File: config.mk
export PLATFORM = sky130hd
export DESIGN_NAME = control_decode_pipe
export DESIGN_NICKNAME = d
export VERILOG_FILES = /design/src/rtl/ctrl_pkg.sv /design/src/rtl/ctrl_decode_comb.sv /design/src/rtl/control_decode_pipe.sv
export SDC_FILE = /design/constraint.sdc
export NUM_CORES = 1
export LEC_CHECK = 0
export BUFFER_PORTS_ARGS = -buffer_cell sky130_fd_sc_hd__buf_4
export CAP_MARGIN = 10
export CORE_ASPECT_RATIO = 1.2
export CORE_MARGIN = 3
export CORE_UTILIZATION = 44
export CTS_CLUSTER_DIAMETER = 120
export CTS_CLUSTER_SIZE = 10
export DETAILED_ROUTE_END_ITERATION = 12
export MAX_ROUTING_LAYER = met4
export PLACE_DENSITY = 0.73
export SLEW_MARGIN = 20
export SYNTH_ARGS = -nofsm -noshare
export SYNTH_HDL_FRONTEND = slang
export SYNTH_HIERARCHICAL = 1
export SYNTH_SLANG_ARGS = --single-unit
File: constraint.sdc
create_clock -name clk -period 3.6 [get_ports clk]
set_clock_uncertainty 0.05 [all_clocks]
set_input_delay 0 -clock clk [delete_from_list [all_inputs] [get_ports clk]]
set_output_delay 0 -clock clk [all_outputs]
set_load 0.02 [all_outputs]
File: src/rtl/ctrl_pkg.sv
// Shared constants for the RV32I control decode pipe.
//   - opcode localparams for the RV32I base set
//   - alu_ctrl / branch_ctrl / inst_type encodings
//   - ctrl_t: the non-address part of a decoded bundle
//   - ra_w(): register-address width for a given register count
package ctrl_pkg;

  localparam logic [6:0] OP_R      = 7'b0110011;
  localparam logic [6:0] OP_IMM    = 7'b0010011;
  localparam logic [6:0] OP_LOAD   = 7'b0000011;
  localparam logic [6:0] OP_STORE  = 7'b0100011;
  localparam logic [6:0] OP_BRANCH = 7'b1100011;
  localparam logic [6:0] OP_LUI    = 7'b0110111;
  localparam logic [6:0] OP_AUIPC  = 7'b0010111;
  localparam logic [6:0] OP_JAL    = 7'b1101111;
  localparam logic [6:0] OP_JALR   = 7'b1100111;

  localparam logic [3:0] ALU_AND  = 4'b0000;
  localparam logic [3:0] ALU_OR   = 4'b0001;
  localparam logic [3:0] ALU_ADD  = 4'b0010;
  localparam logic [3:0] ALU_SLL  = 4'b0011;
  localparam logic [3:0] ALU_SUB  = 4'b0100;
  localparam logic [3:0] ALU_SRL  = 4'b0101;
  localparam logic [3:0] ALU_XOR  = 4'b0111;
  localparam logic [3:0] ALU_SLT  = 4'b1000;
  localparam logic [3:0] ALU_SRA  = 4'b1001;
  localparam logic [3:0] ALU_SLTU = 4'b1010;

  localparam logic [2:0] BR_BEQ  = 3'b000;
  localparam logic [2:0] BR_BNE  = 3'b001;
  localparam logic [2:0] BR_BLT  = 3'b010;
  localparam logic [2:0] BR_BGE  = 3'b011;
  localparam logic [2:0] BR_BLTU = 3'b100;
  localparam logic [2:0] BR_BGEU = 3'b101;

  localparam logic [2:0] IT_R   = 3'b000;
  localparam logic [2:0] IT_U   = 3'b001;
  localparam logic [2:0] IT_J   = 3'b010;
  localparam logic [2:0] IT_I   = 3'b011;
  localparam logic [2:0] IT_S   = 3'b100;
  localparam logic [2:0] IT_B   = 3'b101;
  localparam logic [2:0] IT_ILL = 3'b111;

  typedef struct packed {
    logic [3:0] alu_ctrl;
    logic       shamt_en;
    logic [2:0] branch_ctrl;
    logic       reg_write;
    logic [2:0] inst_type;
    logic       illegal;
  } ctrl_t;

  function automatic int ra_w(input int n);
    return (n <= 2) ? 1 : $clog2(n);
  endfunction

endpackage

File: src/rtl/ctrl_decode_comb.sv
// Purely combinational RV32I decode and immediate generation.
//   instruction_word : raw 32-bit instruction
//   ctrl             : alu/branch/type/illegal/reg_write controls
//   rd, rs1, rs2     : register addresses (0 where the format has none)
//   imm              : sign-extended immediate (0 for R and illegal)
//   rs1_used/rs2_used: operand actually read, for hazard checking
module ctrl_decode_comb import ctrl_pkg::*; #(
  parameter int XLEN = 32,
  parameter int RA_W = 5
) (
  input  logic [31:0]     instruction_word,
  output ctrl_t           ctrl,
  output logic [RA_W-1:0] rd,
  output logic [RA_W-1:0] rs1,
  output logic [RA_W-1:0] rs2,
  output logic [XLEN-1:0] imm,
  output logic            rs1_used,
  output logic            rs2_used
);

  logic [6:0]      opc, f7;
  logic [2:0]      f3;
  logic [XLEN-1:0] imm_i, imm_s, imm_b, imm_u, imm_j;
  logic            has_rd, ill;

  assign opc = instruction_word[6:0];
  assign f3  = instruction_word[14:12];
  assign f7  = instruction_word[31:25];

  assign imm_i = {{(XLEN-12){instruction_word[31]}}, instruction_word[31:20]};
  assign imm_s = {{(XLEN-12){instruction_word[31]}}, instruction_word[31:25],
                  instruction_word[11:7]};
  assign imm_b = {{(XLEN-13){instruction_word[31]}}, instruction_word[31],
                  instruction_word[7], instruction_word[30:25],
                  instruction_word[11:8], 1'b0};
  assign imm_u = {instruction_word[31:12], {(XLEN-20){1'b0}}};
  assign imm_j = {{(XLEN-21){instruction_word[31]}}, instruction_word[31],
                  instruction_word[19:12], instruction_word[20],
                  instruction_word[30:21], 1'b0};

  always_comb begin
    ctrl     = '0;
    imm      = '0;
    has_rd   = 1'b0;
    rs1_used = 1'b0;
    rs2_used = 1'b0;
    ill      = 1'b0;
    case (opc)
      OP_R: begin
        ctrl.inst_type = IT_R;
        has_rd   = 1'b1;
        rs1_used = 1'b1;
        rs2_used = 1'b1;
        if (f7 == 7'h00) begin
          case (f3)
            3'b000:  ctrl.alu_ctrl = ALU_ADD;
            3'b001:  ctrl.alu_ctrl = ALU_SLL;
            3'b010:  ctrl.alu_ctrl = ALU_SLT;
            3'b011:  ctrl.alu_ctrl = ALU_SLTU;
            3'b100:  ctrl.alu_ctrl = ALU_XOR;
            3'b101:  ctrl.alu_ctrl = ALU_SRL;
            3'b110:  ctrl.alu_ctrl = ALU_OR;
            default: ctrl.alu_ctrl = ALU_AND;
          endcase
        end else if (f7 == 7'h20 && f3 == 3'b000) ctrl.alu_ctrl = ALU_SUB;
        else if (f7 == 7'h20 && f3 == 3'b101)   ctrl.alu_ctrl = ALU_SRA;
        else ill = 1'b1;
      end
      OP_IMM: begin
        ctrl.inst_type = IT_I;
        has_rd   = 1'b1;
        rs1_used = 1'b1;
        imm      = imm_i;
        case (f3)
          3'b000: ctrl.alu_ctrl = ALU_ADD;
          3'b010: ctrl.alu_ctrl = ALU_SLT;
          3'b011: ctrl.alu_ctrl = ALU_SLTU;
          3'b100: ctrl.alu_ctrl = ALU_XOR;
          3'b110: ctrl.alu_ctrl = ALU_OR;
          3'b111: ctrl.alu_ctrl = ALU_AND;
          3'b001: begin
            ctrl.alu_ctrl = ALU_SLL;
            ctrl.shamt_en = 1'b1;
            ill = (f7 != 7'h00);
          end
          default: begin
            ctrl.shamt_en = 1'b1;
            if (f7 == 7'h00)      ctrl.alu_ctrl = ALU_SRL;
            else if (f7 == 7'h20) ctrl.alu_ctrl = ALU_SRA;
            else                  ill = 1'b1;
          end
        endcase
      end
      // Load/store width lives in funct3 and is the LSU's concern.
      OP_LOAD: begin
        ctrl.inst_type = IT_I;
        ctrl.alu_ctrl  = ALU_ADD;
        has_rd   = 1'b1;
        rs1_used = 1'b1;
        imm      = imm_i;
      end
      OP_STORE: begin
        ctrl.inst_type = IT_S;
        ctrl.alu_ctrl  = ALU_ADD;
        rs1_used = 1'b1;
        rs2_used = 1'b1;
        imm      = imm_s;
      end
      OP_BRANCH: begin
        ctrl.inst_type = IT_B;
        ctrl.alu_ctrl  = ALU_SUB;
        rs1_used = 1'b1;
        rs2_used = 1'b1;
        imm      = imm_b;
        case (f3)
          3'b000:  ctrl.branch_ctrl = BR_BEQ;
          3'b001:  ctrl.branch_ctrl = BR_BNE;
          3'b100:  ctrl.branch_ctrl = BR_BLT;
          3'b101:  ctrl.branch_ctrl = BR_BGE;
          3'b110:  ctrl.branch_ctrl = BR_BLTU;
          3'b111:  ctrl.branch_ctrl = BR_BGEU;
          default: ill = 1'b1;
        endcase
      end
      OP_LUI, OP_AUIPC: begin
        ctrl.inst_type = IT_U;
        ctrl.alu_ctrl  = ALU_ADD;
        has_rd = 1'b1;
        imm    = imm_u;
      end
      OP_JAL: begin
        ctrl.inst_type = IT_J;
        ctrl.alu_ctrl  = ALU_ADD;
        has_rd = 1'b1;
        imm    = imm_j;
      end
      OP_JALR: begin
        ctrl.inst_type = IT_I;
        ctrl.alu_ctrl  = ALU_ADD;
        has_rd   = 1'b1;
        rs1_used = 1'b1;
        imm      = imm_i;
      end
      default: ill = 1'b1;
    endcase
    // Illegal collapses to a clean all-zero bundle with only the flag/type set.
    if (ill) begin
      ctrl           = '0;
      ctrl.illegal   = 1'b1;
      ctrl.inst_type = IT_ILL;
      imm            = '0;
      has_rd         = 1'b0;
      rs1_used       = 1'b0;
      rs2_used       = 1'b0;
    end
    ctrl.reg_write = has_rd && (instruction_word[11:7] != 5'd0);
  end

  assign rd  = has_rd   ? RA_W'(instruction_word[11:7])  : '0;
  assign rs1 = rs1_used ? RA_W'(instruction_word[19:15]) : '0;
  assign rs2 = rs2_used ? RA_W'(instruction_word[24:20]) : '0;

endmodule

File: src/rtl/control_decode_pipe.sv
// Registered RV32I control decoder with valid/ready handshakes, RAW
// scoreboard and flush. One output register stage, latency 1.
//   clk, rst_n            : clock, synchronous active-low reset
//   in_valid/in_ready     : instruction handshake from fetch
//   instruction_word      : raw instruction
//   out_valid/out_ready   : decoded-bundle handshake to regfile/ALU
//   alu_ctrl .. imm       : registered decoded bundle
//   wb_valid, wb_rd       : writeback retiring rd (releases pending)
//   flush                 : kill the bundle held in the output stage
module control_decode_pipe import ctrl_pkg::*; #(
  parameter int XLEN          = 32,
  parameter int NUM_REGS      = 32,
  parameter bit SCOREBOARD_EN = 1'b1,
  parameter int RA_W          = ra_w(NUM_REGS)
) (
  input  logic            clk,
  input  logic            rst_n,
  input  logic            in_valid,
  output logic            in_ready,
  input  logic [31:0]     instruction_word,
  output logic            out_valid,
  input  logic            out_ready,
  output logic [3:0]      alu_ctrl,
  output logic            shamt_en,
  output logic [2:0]      branch_ctrl,
  output logic            reg_write,
  output logic [2:0]      inst_type,
  output logic            illegal,
  output logic [RA_W-1:0] rd,
  output logic [RA_W-1:0] rs1,
  output logic [RA_W-1:0] rs2,
  output logic [XLEN-1:0] imm,
  input  logic            wb_valid,
  input  logic [RA_W-1:0] wb_rd,
  input  logic            flush
);

  ctrl_t               dec_ctrl, out_ctrl;
  logic [RA_W-1:0]     dec_rd, dec_rs1, dec_rs2;
  logic [XLEN-1:0]     dec_imm;
  logic                dec_rs1_used, dec_rs2_used;
  logic [NUM_REGS-1:0] pending, pend_wb, pending_nxt;
  logic [NUM_REGS-1:0] wb_clr, fl_clr, acc_set;
  logic                hazard, accept;

  ctrl_decode_comb #(.XLEN(XLEN), .RA_W(RA_W)) u_dec (
    .instruction_word (instruction_word),
    .ctrl             (dec_ctrl),
    .rd               (dec_rd),
    .rs1              (dec_rs1),
    .rs2              (dec_rs2),
    .imm              (dec_imm),
    .rs1_used         (dec_rs1_used),
    .rs2_used         (dec_rs2_used)
  );

  always_comb begin
    wb_clr  = '0;
    fl_clr  = '0;
    acc_set = '0;
    if (wb_valid) wb_clr[wb_rd] = 1'b1;
    if (flush && out_valid && out_ctrl.reg_write) fl_clr[rd] = 1'b1;
    if (accept && dec_ctrl.reg_write) acc_set[dec_rd] = 1'b1;
  end

  // Hazard sees this cycle's writeback already applied so a retiring
  // register releases the stalled consumer in the same cycle.
  assign pend_wb  = pending & ~wb_clr;
  assign hazard   = SCOREBOARD_EN &&
                    ((dec_rs1_used && pend_wb[dec_rs1]) ||
                     (dec_rs2_used && pend_wb[dec_rs2]));
  assign in_ready = ~flush & ~hazard & (~out_valid | out_ready);
  assign accept   = in_valid & in_ready;

  // A new allocation beats a same-cycle clear; x0 can never be pending.
  assign pending_nxt = ((pending & ~wb_clr & ~fl_clr) | acc_set) &
                       {{(NUM_REGS-1){1'b1}}, 1'b0};

  always_ff @(posedge clk) begin
    if (!rst_n) pending <= '0;
    else        pending <= pending_nxt;
  end

  always_ff @(posedge clk) begin
    if (!rst_n) begin
      out_valid <= 1'b0;
      out_ctrl  <= '0;
      rd        <= '0;
      rs1       <= '0;
      rs2       <= '0;
      imm       <= '0;
    end else if (flush) begin
      out_valid <= 1'b0;
    end else if (accept) begin
      out_valid <= 1'b1;
      out_ctrl  <= dec_ctrl;
      rd        <= dec_rd;
      rs1       <= dec_rs1;
      rs2       <= dec_rs2;
      imm       <= dec_imm;
    end else if (out_ready) begin
      out_valid <= 1'b0;
    end
  end

  assign alu_ctrl    = out_ctrl.alu_ctrl;
  assign shamt_en    = out_ctrl.shamt_en;
  assign branch_ctrl = out_ctrl.branch_ctrl;
  assign reg_write   = out_ctrl.reg_write;
  assign inst_type   = out_ctrl.inst_type;
  assign illegal     = out_ctrl.illegal;

endmodule

==> metrics.txt <==
status=complete, no violations; GRT Util Overall=around 28%; clock tree root buffer cell=clkbuf_16; Max Cap Viol=0; register area share after synthesis=30.5%; DRC viols=0; worst-skew pair later-pin latency=roughly 0.34 ns; Setup CP Type=in2reg; vias in the first global route=6371; WP data required=3.82 ns; H-tree depth=3; drt total wl=between 20000 and 25000 um; Num CTS Buffers=9; crit path DAT=3.58 ns; CP delay by family, top=simple AND/OR/NAND/NOR gates; final hold vios=0; footprint of the multi-input gates=3870 um2; Vias=6619; Crit. End Element=register; number of cell rows=46; Vias per Instance=6.11; switching part of the total=27.2%; Reg area=1840 um2; post-synthesis compound-gate area fraction=19.5%; Adder-Cell Fraction of Synth Area=0%; Slew HR=roughly 44%; Core Region=about 13000 um2; global placer's final weighted congestion=~1.0; Synth Area in XOR/XNOR=less than 1%; fraction of layout cells with a size suffix above 1=24.6%; dpl hpwl=between 15000 and 20000 um; EDFF count, synth=0; Ant. Diodes=0; Slowest cell on crit path=or4_4; Max FO, Critical Path=15; Worst setup endpoint=imm[20]$_SDFFE_PN0P_; Final Non-Filler Cells=1084; Net Count, Synth=832; clock share of power=41.7%; Startpoint Class=primary input; die extent in x=approximately 110 um; final setup vio count=0; die area=15100 um2; worst setup path startpoint=instruction_word[28]; Final Critical Period=3.37 ns; Gate power share=12.5%; dpl cells=1063; CTS Buffer Depth=2; largest family of logic cells by synthesized area=simple AND/OR/NAND/NOR gates; Syn Area/Cell=7.64 um2; clock-pin slew on the worst setup and hold paths=~0.07 ns; DRT antenna net count=0; total grt overflow=0; FF-to-FF Start=pending[23]$_SDFF_PN0_; CP peak stage delay=0.54 ns; Yosys top cell area share=between 30% and 40%; Min-Delay Path Class=in2reg; Post-Syn Instances=789; fmax=297 MHz; worst path bufs/invs=4; IO Port Bufs=about 100; register bit total from synthesis=just over 90; first-pass GRT wire length=33300 um; FILL cells=between 1000 and 1500; post-synthesis mux area share=12.3%; synth top area cells=dfxtp_1 (31%), nand2_1 (11%), mux2i_1 (11%); routed len/inst=19.5 um; Async SR Flop Fraction=0%; RSZ-0062 raised after global routing=false; ys flop type=dfxtp_1; area grow syn2layout=26.6%; Total Neg Setup Slack=0 ns; Slew Limit Fails=0; # clock sinks=92; synthesized area=approximately 6000 um2; Flop pwr share=45.7%; Most common cell on crit path=nor3_4; Slew @ Worst Pin=between 0.8 and 0.9 ns; Top-Level Pins=105; Synth cell types=73; post-synth top area cell=dfxtp_1; CTS tree=done; initial antenna violation count=0; Int Power=1630 uW; post-synthesis simple-gate area fraction=31.5%; Net Switching=610 uW; Warnings, synthesis=6; crit path cell chain=buf_4 -> or4_4 -> nor3_4 -> a21oi_1 -> nor3_4 -> inv_2 -> nor2_1 -> or3b_2 -> a311oi_1 -> nor4b_1 -> o211ai_1 -> nand4_1 -> nor3_4 -> buf_4 -> buf_12 -> mux2i_1; VDD IR max=0.000226 V; die height=134 um; worst r2r path cells=9; period utilization=93.5%; P_leak=~0.0029 uW; PD cells=294 nW/um2; CP Depth=16; nets=between 900 and 1000; drt first pass iters=7; largest net degree at the start of global routing=between 80 and 90; Initial Utilization=45.4%; reg2reg end=imm[20]$_SDFFE_PN0P_; 1st-iter DRT viols=534; R2R Setup Slk=between 1 and 1.5 ns
layer usage:
metal,GRT usage [%],part of all wire [%],wire length [um]
met1,32.6,38,8060
met3,4.78,8.7,1830
met4,14.2,4.8,1020
met5,-,0,0
met2,46.2,48,10200
cells in the mapped netlist (all sizes together) (7+ instances only):
master	instances
nand3b	10
nor2	51
clkbuf	40
o31ai	8
o21ai	36
inv	16
and3	24
nand2	175
nor2b	9
nand4	7
o211ai	17
a21boi	7
buf	21
mux2i	64
nand3	21
nor3	17
nor4	8
a21oi	36
o2111ai	9
nand2b	14
a31o	7
dfxtp	92
worst reg2reg max path, cell delays in order, from the launching register on:
cell      delay, ns
dfxtp_1        0.30
o21ai_1        0.17
mux2i_1        0.16
a41o_1         0.26
a311oi_1       0.38
nand4_1        0.25
nor3_4         0.21
buf_4          0.20
buf_12         0.17
mux2i_1        0.22
power by group through the flow:
stage / combinational, uW / clock, uW / sequential [uW]
4_1_cts: 274 / 943 / 1030
2_1_floorplan: 144 / 0 / 1050
5_1_grt: 300 / 982 / 1030
6_report: 281 / 936 / 1030
3_5_place_dp: 269 / 0 / 1050
3_3_place_gp: 269 / 0 / 1050
stage by stage:
step | hold WS [ns] | utilization, % | area (um2) | power [uW] | worst slack, ns
after global routing | 0.0259 | 57.4 | 7630 | 2310 | 0.0191
final | 0.00146 | 57.4 | 7630 | 2240 | 0.233
after global placement | 0.214 | 54.6 | 7260 | 1320 | -0.0240
after CTS | 0.00359 | 57.0 | 7580 | 2240 | 0.104
after floorplan | 0.108 | - | 6030 | 1200 | 0.0498
after detailed placement | 0.225 | 54.6 | 7260 | 1320 | -0.135
worst min-delay path by stage:
| stage | to | slack [ns] | depth (start not counted) | from |
|---|---|---|---|---|
| after floorplan | out_valid$_SDFFE_PP0P_ | 0.11 | 2 | flush |
| after global placement | out_valid$_SDFFE_PP0P_ | 0.21 | 3 | flush |
| after detailed placement | out_valid$_SDFFE_PP0P_ | 0.22 | 3 | flush |
| after CTS | imm[22]$_SDFFE_PN0P_ | 0.004 | 5 | instruction_word[22] |
| after global routing | imm[24]$_SDFFE_PN0P_ | 0.03 | 5 | instruction_word[24] |
| final | imm[22]$_SDFFE_PN0P_ | 0.001 | 5 | instruction_word[22] |
flip-flops by register name, indices dropped and copies added, names as in the netlist:
| name | cells |
|---|---|
| rd | 5 |
| rs2 | 5 |
| shamt_en | 1 |
| rs1 | 5 |
| out_valid | 1 |
| illegal | 1 |
| inst_type | 3 |
| imm | 32 |
| branch_ctrl | 3 |
| pending | 31 |
| alu_ctrl | 4 |
| reg_write | 1 |
logic make-up after synthesis:
family          count (synthesis)
flops                          92
simple gates                  379
mux                            69
compound gates                170
xor+xnor                        1
buf+inv                        78
timing repair:
item,in CTS,in global routing
resized for setup,0,8
endpoints found under the hold margin,3,0
setup buffers,0,1
setup endpoints to repair,0,69
hold buffers,4,0
cells in the final DEF, fill, tap and decap left out, types with 10 or more instances in the layout:
cell type | netlist | routed
nand3_1 | 21 | 21
nor2_1 | 51 | 49
and3_1 | 24 | 24
o21ai_0 | 31 | 31
nor3_1 | 14 | 14
mux2i_1 | 64 | 64
o211ai_1 | 17 | 17
nand3b_1 | 10 | 10
dfxtp_1 | 92 | 92
buf_4 | 6 | 163
nand2b_1 | 14 | 14
nand2_1 | 175 | 174
a21oi_1 | 36 | 36
inv_1 | 15 | 15
final cells by class:
class                   instances  share of cell area, %
multi-input cells             619                   50.8
flip-flops and latches         92                   24.1
repair buffers                172                   17.8
clock buffers                  11                   3.18
well taps                     168                   2.75
inverters                      17                  0.836
clock inverters                 5                  0.590
Note: power is estimated with default switching activity, not from simulation.
